### config.mk
export PLATFORM = sky130hd
export DESIGN_NAME = i2c_recv_arbiter
export DESIGN_NICKNAME = d
export VERILOG_FILES = /design/src/rtl/i2c_recv_arbiter.sv
export SDC_FILE = /design/constraint.sdc
export NUM_CORES = 1
export LEC_CHECK = 0
export CAP_MARGIN = 20
export CORE_ASPECT_RATIO = 0.9
export CORE_MARGIN = 8
export CORE_UTILIZATION = 40
export DETAILED_ROUTE_END_ITERATION = 6
export PLACE_DENSITY = 0.87
export SLEW_MARGIN = 15
export SYNTH_ARGS = -nofsm -noshare
export SYNTH_HDL_FRONTEND = slang
export SYNTH_SLANG_ARGS = --single-unit
### constraint.sdc
create_clock -name clk -period 2.9 [get_ports clk]
set_input_delay 0.29 -clock clk [delete_from_list [all_inputs] [get_ports clk]]
set_output_delay 0.29 -clock clk [all_outputs]
set_load 0.02 [all_outputs]
### src/rtl/i2c_recv_arbiter.sv
// Round-robin arbiter that time-shares one I2C master receive engine between
// N_REQ requesters and returns the received byte or a timeout error to the winner.
module i2c_recv_arbiter #(
    parameter int unsigned N_REQ       = 4,
    parameter int unsigned TIMEOUT_CYC = 65535,
    parameter int unsigned GAP_CYC     = 16
) (
    input  logic                 clk,
    input  logic                 rst_n,
    input  logic [N_REQ-1:0]     i_req,
    input  logic [7*N_REQ-1:0]   i_dev_addr,
    input  logic [8*N_REQ-1:0]   i_data_addr,
    output logic [N_REQ-1:0]     o_grant,
    output logic [N_REQ-1:0]     o_ack,
    output logic [7:0]           o_rdata,
    output logic                 o_err,
    output logic                 o_busy,
    output logic                 o_i2c_recv_en,
    output logic [6:0]           o_device_addr,
    output logic [7:0]           o_data_addr,
    input  logic [7:0]           i_read_data,
    input  logic                 i_done_flag
);

    localparam int unsigned IDX_W = $clog2(N_REQ);
    localparam int unsigned TO_W  = $clog2(TIMEOUT_CYC + 1);
    localparam int unsigned GAP_W = $clog2(GAP_CYC + 1);

    typedef enum logic [1:0] {
        S_IDLE,
        S_RUN,
        S_RESP,
        S_GAP
    } state_t;

    state_t             state_q, state_d;
    logic [IDX_W-1:0]   ptr_q, ptr_d;
    logic [TO_W-1:0]    to_q, to_d;
    logic [GAP_W-1:0]   gap_q, gap_d;
    logic [N_REQ-1:0]   grant_d, ack_d;
    logic [7:0]         rdata_d;
    logic               err_d, busy_d, en_d;
    logic [6:0]         dev_d;
    logic [7:0]         daddr_d;

    logic               rr_found;
    logic [IDX_W-1:0]   rr_idx;
    logic [6:0]         dev_arr   [N_REQ];
    logic [7:0]         daddr_arr [N_REQ];

    for (genvar g = 0; g < N_REQ; g++) begin : g_unpack
        assign dev_arr[g]   = i_dev_addr[7*g +: 7];
        assign daddr_arr[g] = i_data_addr[8*g +: 8];
    end

    // Round-robin search starting one past the last winner.
    always_comb begin
        logic [IDX_W-1:0] cand;
        rr_found = 1'b0;
        rr_idx   = ptr_q;
        cand     = '0;
        for (int unsigned i = 1; i <= N_REQ; i++) begin
            cand = IDX_W'((32'(ptr_q) + i) % N_REQ);
            if (!rr_found && i_req[cand]) begin
                rr_found = 1'b1;
                rr_idx   = cand;
            end
        end
    end

    // Next-state and next-output logic; the pointer doubles as the granted index.
    always_comb begin
        state_d = state_q;
        ptr_d   = ptr_q;
        to_d    = to_q;
        gap_d   = gap_q;
        grant_d = o_grant;
        ack_d   = '0;
        rdata_d = o_rdata;
        err_d   = o_err;
        en_d    = 1'b0;
        dev_d   = o_device_addr;
        daddr_d = o_data_addr;

        unique case (state_q)
            S_IDLE: begin
                if (rr_found) begin
                    ptr_d           = rr_idx;
                    dev_d           = dev_arr[rr_idx];
                    daddr_d         = daddr_arr[rr_idx];
                    grant_d         = '0;
                    grant_d[rr_idx] = 1'b1;
                    to_d            = '0;
                    en_d            = 1'b1;
                    state_d         = S_RUN;
                end
            end
            S_RUN: begin
                en_d = 1'b1;
                if (i_done_flag) begin
                    rdata_d       = i_read_data;
                    err_d         = 1'b0;
                    ack_d[ptr_q]  = 1'b1;
                    en_d          = 1'b0;
                    state_d       = S_RESP;
                end else if (to_q == TO_W'(TIMEOUT_CYC - 1)) begin
                    rdata_d       = 8'h00;
                    err_d         = 1'b1;
                    ack_d[ptr_q]  = 1'b1;
                    en_d          = 1'b0;
                    state_d       = S_RESP;
                end else begin
                    to_d = to_q + TO_W'(1);
                end
            end
            S_RESP: begin
                grant_d = '0;
                gap_d   = '0;
                state_d = S_GAP;
            end
            S_GAP: begin
                // Hold off while the engine still reports done from the last transfer.
                if (gap_q == GAP_W'(GAP_CYC - 1)) begin
                    if (!i_done_flag) begin
                        state_d = S_IDLE;
                    end
                end else begin
                    gap_d = gap_q + GAP_W'(1);
                end
            end
            default: state_d = S_IDLE;
        endcase

        busy_d = (state_d != S_IDLE);
    end

    always_ff @(posedge clk or negedge rst_n) begin
        if (!rst_n) begin
            state_q       <= S_IDLE;
            ptr_q         <= IDX_W'(N_REQ - 1);
            to_q          <= '0;
            gap_q         <= '0;
            o_grant       <= '0;
            o_ack         <= '0;
            o_rdata       <= '0;
            o_err         <= 1'b0;
            o_busy        <= 1'b0;
            o_i2c_recv_en <= 1'b0;
            o_device_addr <= '0;
            o_data_addr   <= '0;
        end else begin
            state_q       <= state_d;
            ptr_q         <= ptr_d;
            to_q          <= to_d;
            gap_q         <= gap_d;
            o_grant       <= grant_d;
            o_ack         <= ack_d;
            o_rdata       <= rdata_d;
            o_err         <= err_d;
            o_busy        <= busy_d;
            o_i2c_recv_en <= en_d;
            o_device_addr <= dev_d;
            o_data_addr   <= daddr_d;
        end
    end

endmodule

# Yosys cells after proc, flatten, opt, wreduce, memory -nomap -nowiden
# Index checks and enable logic that the tools add are counted.
# Widths: inputs -> output; s select.
# classes
add_sub_neg	6
magnitude_cmp	9
eq_ne	9
muxes	51
bitwise	1
reduce_logical	19
# op_table
op	count
$mux 16	3
$mux 8	4
$pmux 16 s2	1
$lt 2x3->1 const B	6
$mux 2	9
$add 16x1->16 const B	1
$bmux 8 s2	1
$eq 16x16->1 const B	1
$mux 4	4
$mux 1	15
$bmux 7 s2	1
$mux 7	2
$pmux 5 s2	1
$reduce_bool 2->1	5
$bmux 1 s2	4
$ne 2x2->1 const B	4
$pmux 2 s4	1
$pmux 4 s2	1
$reduce_and 2->1	4
$add 5x1->5 const B	1
$eq 5x4->1 const B	1
$logic_and 1x1->1	5
$mux 5	1
$add 2x1->2 const B	2
11 further kinds	17
# word_totals
regBits	59
input_bits	75
output_inout_bits	34
elab_cells	107

# Depth between registers and ports, before layout
# Gate-level depths: netlist (run 1).
# logic_depth
ltp_word	19
depth_mapped	10
ltp_nobuf	8

# Worst setup path after synthesis (run 1)
# Ideal clock, no wire load.
# synth_timing
path_type	register to register
start	register ptr_q[1]
end	register o_data_addr[7]
setup_ns	0.125
arrival_time_ns	2.822
required_ns	2.775
setup_slack_ns	-0.047
path_stages_with_launch	11
n_path_buf	2
period_less_slack_ns	2.947
path_cell_list	dfstp_2 buf_2 inv_1 ha_1 inv_1 o311ai_2 a32oi_4 xnor2_4 buf_6 mux4_2 mux2_4
# synth_via
elab_chain_cells	17
word_cells_on_any_way	31
classes_between	4 x add/sub; 19 x mux; 1 x bitwise; 7 x reduce/logical
# synth_lines
element	line_no	text
from (decl)	37	logic [IDX_W-1:0] ptr_q, ptr_d;
from (signal assigned)	140	ptr_q <= IDX_W'(N_REQ - 1);
from (signal assigned)	153	ptr_q <= ptr_d;
$add 2x1->2	63	cand = IDX_W'((32'(ptr_q) + i) % N_REQ);
$bmux 1 s2	64	if (!rr_found && i_req[cand]) begin
$mux 1 (not written as such)	64	
$mux 1	64	
$logic_not 1->1	64	
$logic_and 1x1->1	64	
$mux 1	64	
$logic_not 1->1	64	
$logic_and 1x1->1	64	
$mux 1	64	
$logic_not 1->1	64	
$logic_and 1x1->1	64	
$mux 2	64	
$not 2->3 (not written as such)	90	daddr_d = daddr_arr[rr_idx];
$bmux 8 s2	90	
$mux 8 (not written as such) (2 in a row)	90	
to (signal assigned)	163	o_data_addr <= daddr_d;
to (decl)	20	output logic [7:0] o_data_addr,
# Several ways; a longest one is shown, not always the timed one. The select of a mux whose other input is x is not followed.
# A chain may end at the register's enable or synchronous reset.

# Worst setup path after layout (run 1)
# layout_timing
start	register ptr_q[0]
end	register o_data_addr[5]
# The elaborated chain is that of the path after synthesis.

==> flow_summary.json, run 1 <==
{
  "irDropWorstVdd_mv": 0.5671,
  "synth_edf_count": 0,
  "fin_util": 0.6150,
  "crit_type": "reg -> reg",
  "die_h_um": 100.0,
  "pin_count": 109,
  "status": "finished, final reports clean",
  "grt_util_all_layers": 0.1591,
  "pwr-share-clk": 0.159,
  "fp-row-count": 30,
  "finClkSkew_ps": 8.552,
  "layout_min_cycle_time_ps": 2792,
  "setup_viol": 0,
  "dieArea_mm2": 0.01094,
  "seq_area_frac_synth": 0.4711,
  "cp_max_fo": 16,
  "hold_viol": 0,
  "dr.pass1.iters": 4,
  "syn-cell-area_mm2": 0.003139,
  "antenna_left": 0,
  "hold_path_class": "in -> async",
  "avgSynthCellArea_um2": 12.07,
  "area_delta_synth_final_pct": 48.55,
  "grt_max_degree": 30,
  "port_buffers": 108,
  "ys_types": 44,
  "path_cells": "buf_4 > buf_4 > mux2i_4 > nand2_1 > a32oi_4 > xnor2_4 > buf_12 > mux4_1 > mux2_2",
  "die_w_um": 109.4,
  "cts_tree": "yes",
  "switchingPower_mw": 1.640,
  "place_congestion": 0.7916,
  "power_density_mw_per_mm2": 976.2,
  "grt_pass1_vias": 2799,
  "cp.arrival_ps": 3010,
  "instances_no_fill": 488,
  "wirelength_mm": 8.328,
  "syn_inst": 260,
  "p_sw_frac": 0.3602,
  "cp-start-kind": "register",
  "overflow": 0,
  "nFillCells": 580,
  "rsz0062_at_grt": "false",
  "drive_above_1_share": 0.1658,
  "ctsHtreeMaxLevel": 3,
  "diodes": 0,
  "yosysWarnings": 0,
  "place_hpwl_mm": 6.136,
  "crit_top_cell": "buf_4",
  "placed_cell_area_mm2": 0.004424,
  "async_flop_share": 1.000,
  "stdcell_area_mm2": 0.004663,
  "wl_per_cell_um": 17.07,
  "yosysTopAreaCellShare": 0.4544,
  "clk_latency_ps": 340,
  "cts_buffers": 9,
  "post-place-cells": 469,
  "p_total_mw": 4.552,
  "synth-main-ff-cell": "dfrtp_1",
  "route.vias.total": 2571,
  "synth_nets": 343,
  "maxSlewHeadroom": 0.5707,
  "p_leak_nw": 2.008,
  "grt_pass1_wl_mm": 13.54,
  "via_per_inst": 5.268,
  "crit_slowest_cell": "mux4_1",
  "nets": 470,
  "route.detailed.drc": 0,
  "seqPwrFrac": 0.293,
  "critPathCaptureType": "register",
  "clk_pin_slew_ps": 60,
  "intPower_mw": 2.913,
  "root_buffer": "clkbuf_8",
  "max_freq_mhz": 358.2,
  "finalCritPeriodShare": 0.9627,
  "power_frac_comb": 0.549,
  "tightest_slew_ps": 637.2,
  "coreArea_mm2": 0.007582,
  "drv_slew": 0,
  "critPathMaxStageDelay_ps": 570,
  "yosys.area.top_type": "dfrtp_1",
  "tns_ps": 0,
  "cts_sinks": 59,
  "cts.path.max_buffers": 2,
  "cp.required_ps": 3120,
  "max-cap-violations": 0,
  "start_util": 0.4140,
  "drtIter0Drc": 101,
  "synthTopCellsByArea": "dfrtp_1, mux4_1, mux4_2, mux2_4, mux2_2",
  "antenna_found_initial": 0,
  "ys_seq_elements": 59
}
[cells in the mapped netlist, drive strengths merged (5+ instances only)]
master  number
a21oi        5
o21ai       11
inv         19
and3         7
nand3        8
nand2       17
mux4        15
mux2        16
dfrtp       57
ha           8
xor2         7
buf          5
a22o         9
nor3         5
clkbuf       6
nand4        6
nor2        18
mux2i        5
[power groups by stage]
stage | registers, mW | logic (mW) | clock network, mW
CTS | 1.33 | 2.50 | 0.739
finish | 1.33 | 2.50 | 0.722
global route | 1.37 | 2.68 | 0.784
global placement | 1.32 | 2.30 | 0
floorplan | 1.54 | 1.36 | 0
detailed placement | 1.33 | 2.38 | 0
[routing by layer]
layer  routed length [um]  GRT usage  part of all wire
met3                  763    0.08520             0.092
met2                 4219     0.2641              0.51
met4                  112    0.04149             0.013
met5                    0          0                 0
met1                 3233     0.1724              0.39
[final cells by class]
class	instances	area (um^2)	share of cell area
multi-input combinational	171	1570	0.3367
inverter	19	71.32	0.01529
clock buffer	13	148.9	0.03193
tap	96	120.1	0.02576
sequential	59	1479	0.3171
timing repair buffer	127	1234	0.2646
clock inverter	3	40.04	0.008586
[cells by family after synthesis]
logic type | after synthesis | synth area share
buffers and inverters | 30 | 0.04145
flip-flops | 59 | 0.4711
AND/OR/NAND/NOR | 72 | 0.1128
multiplexers | 36 | 0.2001
AO/OA/AOI/OAI | 44 | 0.1060
XOR/XNOR | 11 | 0.03667
adder cells (fa/ha/maj) | 8 | 0.03189
[flip-flops by register name, summed over array words and instances (netlist names)]
register	count
ptr_q	2
o_grant	4
o_err	1
o_data_addr	8
o_rdata	8
state_q	2
o_ack	4
gap_q	5
o_device_addr	7
o_i2c_recv_en	1
to_q	16
o_busy	1
[worst max-delay path, delay by kind of cell, from the launching register on]
kind	cells	cell delay [ps]
flip-flops	1	550
multiplexers	3	1120
XOR/XNOR	1	160
AND/OR/NAND/NOR	1	130
AO/OA/AOI/OAI	1	260
buffers and inverters	3	450
[cells in the final DEF (no fill, tap or decap), types with 8 or more instances in the layout]
master / n
o21ai_0: 10
mux2_2: 9
nand2_1: 17
nand3_1: 8
nor2_1: 18
clkdlybuf4s50_1: 107
dfrtp_1: 57
inv_1: 17
mux4_1: 9
a22o_1: 9
buf_4: 17
clkbuf_8: 10
[final timing paths]
check                                 from              to  slack (ps)  cells past startpoint
max in group asynchronous            rst_n        ptr_q[0]        1810                      3
worst max-delay path              ptr_q[0]  o_data_addr[5]         110                      9
min in group clk                o_grant[3]      o_grant[3]         500                      2
worst max register to register    ptr_q[0]  o_data_addr[5]         110                      9
worst min-delay path                 rst_n  o_data_addr[3]         410                      2
worst min register to register  o_grant[3]      o_grant[3]         500                      2
[metrics by stage]
step	setup WS [ps]	hold slack (ps)
finish	108.3	405.8
global route	11.80	438.7
CTS	47.95	412.7
detailed placement	-228.2	235.0
global placement	-137.9	229.7
floorplan	8.112	-5.591
[repair_timing]
item	in CTS	in global routing
cloned	0	0
endpoints found under the hold margin	16	0
buffers inserted	2	0
pin swaps	1	0
setup endpoints to repair	15	9
hold buffers	1	0
resized for setup	1	1
No activity file was read; power rests on OpenSTA's default activity.
==> run 2: changes to the inputs <==
--- a/config.mk
+++ b/config.mk
@@ -9,8 +9,10 @@
 export CORE_ASPECT_RATIO = 0.9
 export CORE_MARGIN = 8
 export CORE_UTILIZATION = 40
+export CTS_CLUSTER_SIZE = 30
 export DETAILED_ROUTE_END_ITERATION = 6
 export PLACE_DENSITY = 0.87
+export SKIP_CTS_REPAIR_TIMING = 1
 export SLEW_MARGIN = 15
 export SYNTH_ARGS = -nofsm -noshare
 export SYNTH_HDL_FRONTEND = slang
==> run 2 against run 1 <==
  * Utilization unchanged
  * First-iteration DRC count decreased by 7.9%
  * Count of clock-buffer cells in the layout unchanged
  * Non-clock buffer count unchanged
  * Clock power decreased by 0.7%
  * Worst setup slack improved by 3.5 ps
  * Cell count unchanged
  * Via count decreased by 0.43%
  * Maximum frequency increased by 0.13%
  * Critical path depth unchanged
  * Cell area unchanged
  * Critical endpoint unchanged
==> flow_summary.json, run 2 (synthesized netlist as in run 1, its figures left out) <==
{
  "status": "finished, final reports clean",
  "overflow": 0,
  "fp-row-count": 30,
  "place_congestion": 0.7916,
  "layout_min_cycle_time_ps": 2788,
  "fin_ws_ps": 111.8,
  "max-cap-violations": 0,
  "cp.arrival_ps": 3000,
  "route.detailed.drc": 0,
  "grt_pass1_vias": 2779,
  "cp-startpoint": "ptr_q[0]",
  "cts_tree": "yes",
  "power_density_mw_per_mm2": 970.5,
  "diodes": 0,
  "final_cell_mix": "clkdlybuf4s50_1, dfrtp_1, nor2_1",
  "grt_pass1_wl_mm": 13.20,
  "cp_max_fo": 17,
  "r2r-start": "ptr_q[0]",
  "cp-start-kind": "register",
  "drive_above_1_share": 0.1658,
  "final_common_cell": "clkdlybuf4s50_1",
  "start_util": 0.4140,
  "pin_count": 109,
  "largest_reg_flops": 16,
  "cp.required_ps": 3120,
  "antenna_found_initial": 0,
  "coreArea_mm2": 0.007582,
  "critPathCaptureType": "register",
  "nets": 470,
  "wirelength_mm": 8.087,
  "nFillCells": 581,
  "root_buffer": "clkbuf_8",
  "tightest_slew_ps": 639.7,
  "finalCritPeriodShare": 0.9615,
  "rsz0062_at_grt": "false",
  "via_per_inst": 5.246,
  "hold_viol": 0,
  "place_hpwl_mm": 6.136,
  "drv_slew": 0,
  "die_h_um": 100.0,
  "max_freq_mhz": 358.6,
  "top_regs": "to_q x16, o_data_addr x8, o_rdata x8",
  "route.vias.total": 2560,
  "clk_latency_ps": 340,
  "post-place-ws_ps": -228.2,
  "irDropWorstVdd_mv": 0.5578,
  "dr.pass1.iters": 6,
  "cts.path.max_buffers": 2,
  "grt_max_degree": 30,
  "cts_sinks": 59,
  "p_total_mw": 4.526,
  "hold_path_class": "in -> async",
  "grt_util_all_layers": 0.1549,
  "drtIter0Drc": 93,
  "p_leak_nw": 2.008,
  "maxSlewHeadroom": 0.5690,
  "clk_pin_slew_ps": 60,
  "regMostFlops": "to_q",
  "finClkSkew_ps": 8.644,
  "r2r_cells": 9,
  "port_buffers": 108,
  "setup_viol": 0,
  "antenna_left": 0,
  "die_w_um": 109.4,
  "crit_type": "reg -> reg",
  "wl_per_cell_um": 16.57,
  "area_delta_synth_final_pct": 48.55,
  "cts_buffers": 9,
  "dieArea_mm2": 0.01094,
  "ctsHtreeMaxLevel": 3
}
==> run 2: where the power goes <==
part           switching, mW  internal, mW
clock network          0.299         0.418
logic                   1.11          1.38
registers              0.210          1.12
==> run 2: final timing paths <==
path                                       end  slack (ps)
max in group asynchronous             ptr_q[0]        1800
worst min-delay path            o_data_addr[3]         410
worst max register to register  o_data_addr[5]         110
min in group clk                    o_grant[3]         490
worst max-delay path            o_data_addr[5]         110
worst min register to register      o_grant[3]         490
==> run 2: metal layers <==
metal / GRT usage / routed length (um) / vias to the layer above
li1: - / - / 1214
met1: 0.1684 / 3220 / 1253
met2: 0.2544 / 4079 / 87
met3: 0.08520 / 717 / 6
met4: 0.04149 / 69 / 0
met5: 0 / 0 / -
==> run 2: metrics by stage <==
step	cells	util	cell area, um^2	hold WS, ps	TNS [ps]
global route	488	0.6150	4663	438.7	0
detailed placement	469	0.5835	4424	235.0	-2726
global placement	469	0.5835	4424	229.7	-1743
floorplan	260	-	3168	-5.591	0
finish	488	0.6150	4663	409.7	0
CTS	485	0.6084	4613	-135.9	-2471
==> run 2: critical path, cell delays in order, from the launching register on <==
cell     delay [ps]
dfstp_2         550
buf_4           120
buf_4           140
mux2i_4         280
nand2_1         120
a32oi_4         260
xnor2_4         160
buf_12          180
mux4_1          570
mux2_2          280
==> run 2: area by class of cell <==
cell class,instances,area [um^2],area share
clock buffers,13,148.9,0.03193
repair buffers,127,1234,0.2646
flip-flops and latches,59,1479,0.3171
well taps,96,120.1,0.02576
clock inverters,3,40.04,0.008586
inverters,19,71.32,0.01529
multi-input cells,171,1570,0.3367
==> run 3: changes to the inputs <==
--- a/config.mk
+++ b/config.mk
@@ -13,6 +13,7 @@
 export DETAILED_ROUTE_END_ITERATION = 6
 export PLACE_DENSITY = 0.87
 export SKIP_CTS_REPAIR_TIMING = 1
+export SKIP_LAST_GASP = 1
 export SLEW_MARGIN = 15
 export SYNTH_ARGS = -nofsm -noshare
 export SYNTH_HDL_FRONTEND = slang
==> results of run 3 <==
No change in the layout: final DEF, timing and power equal those of run 2.
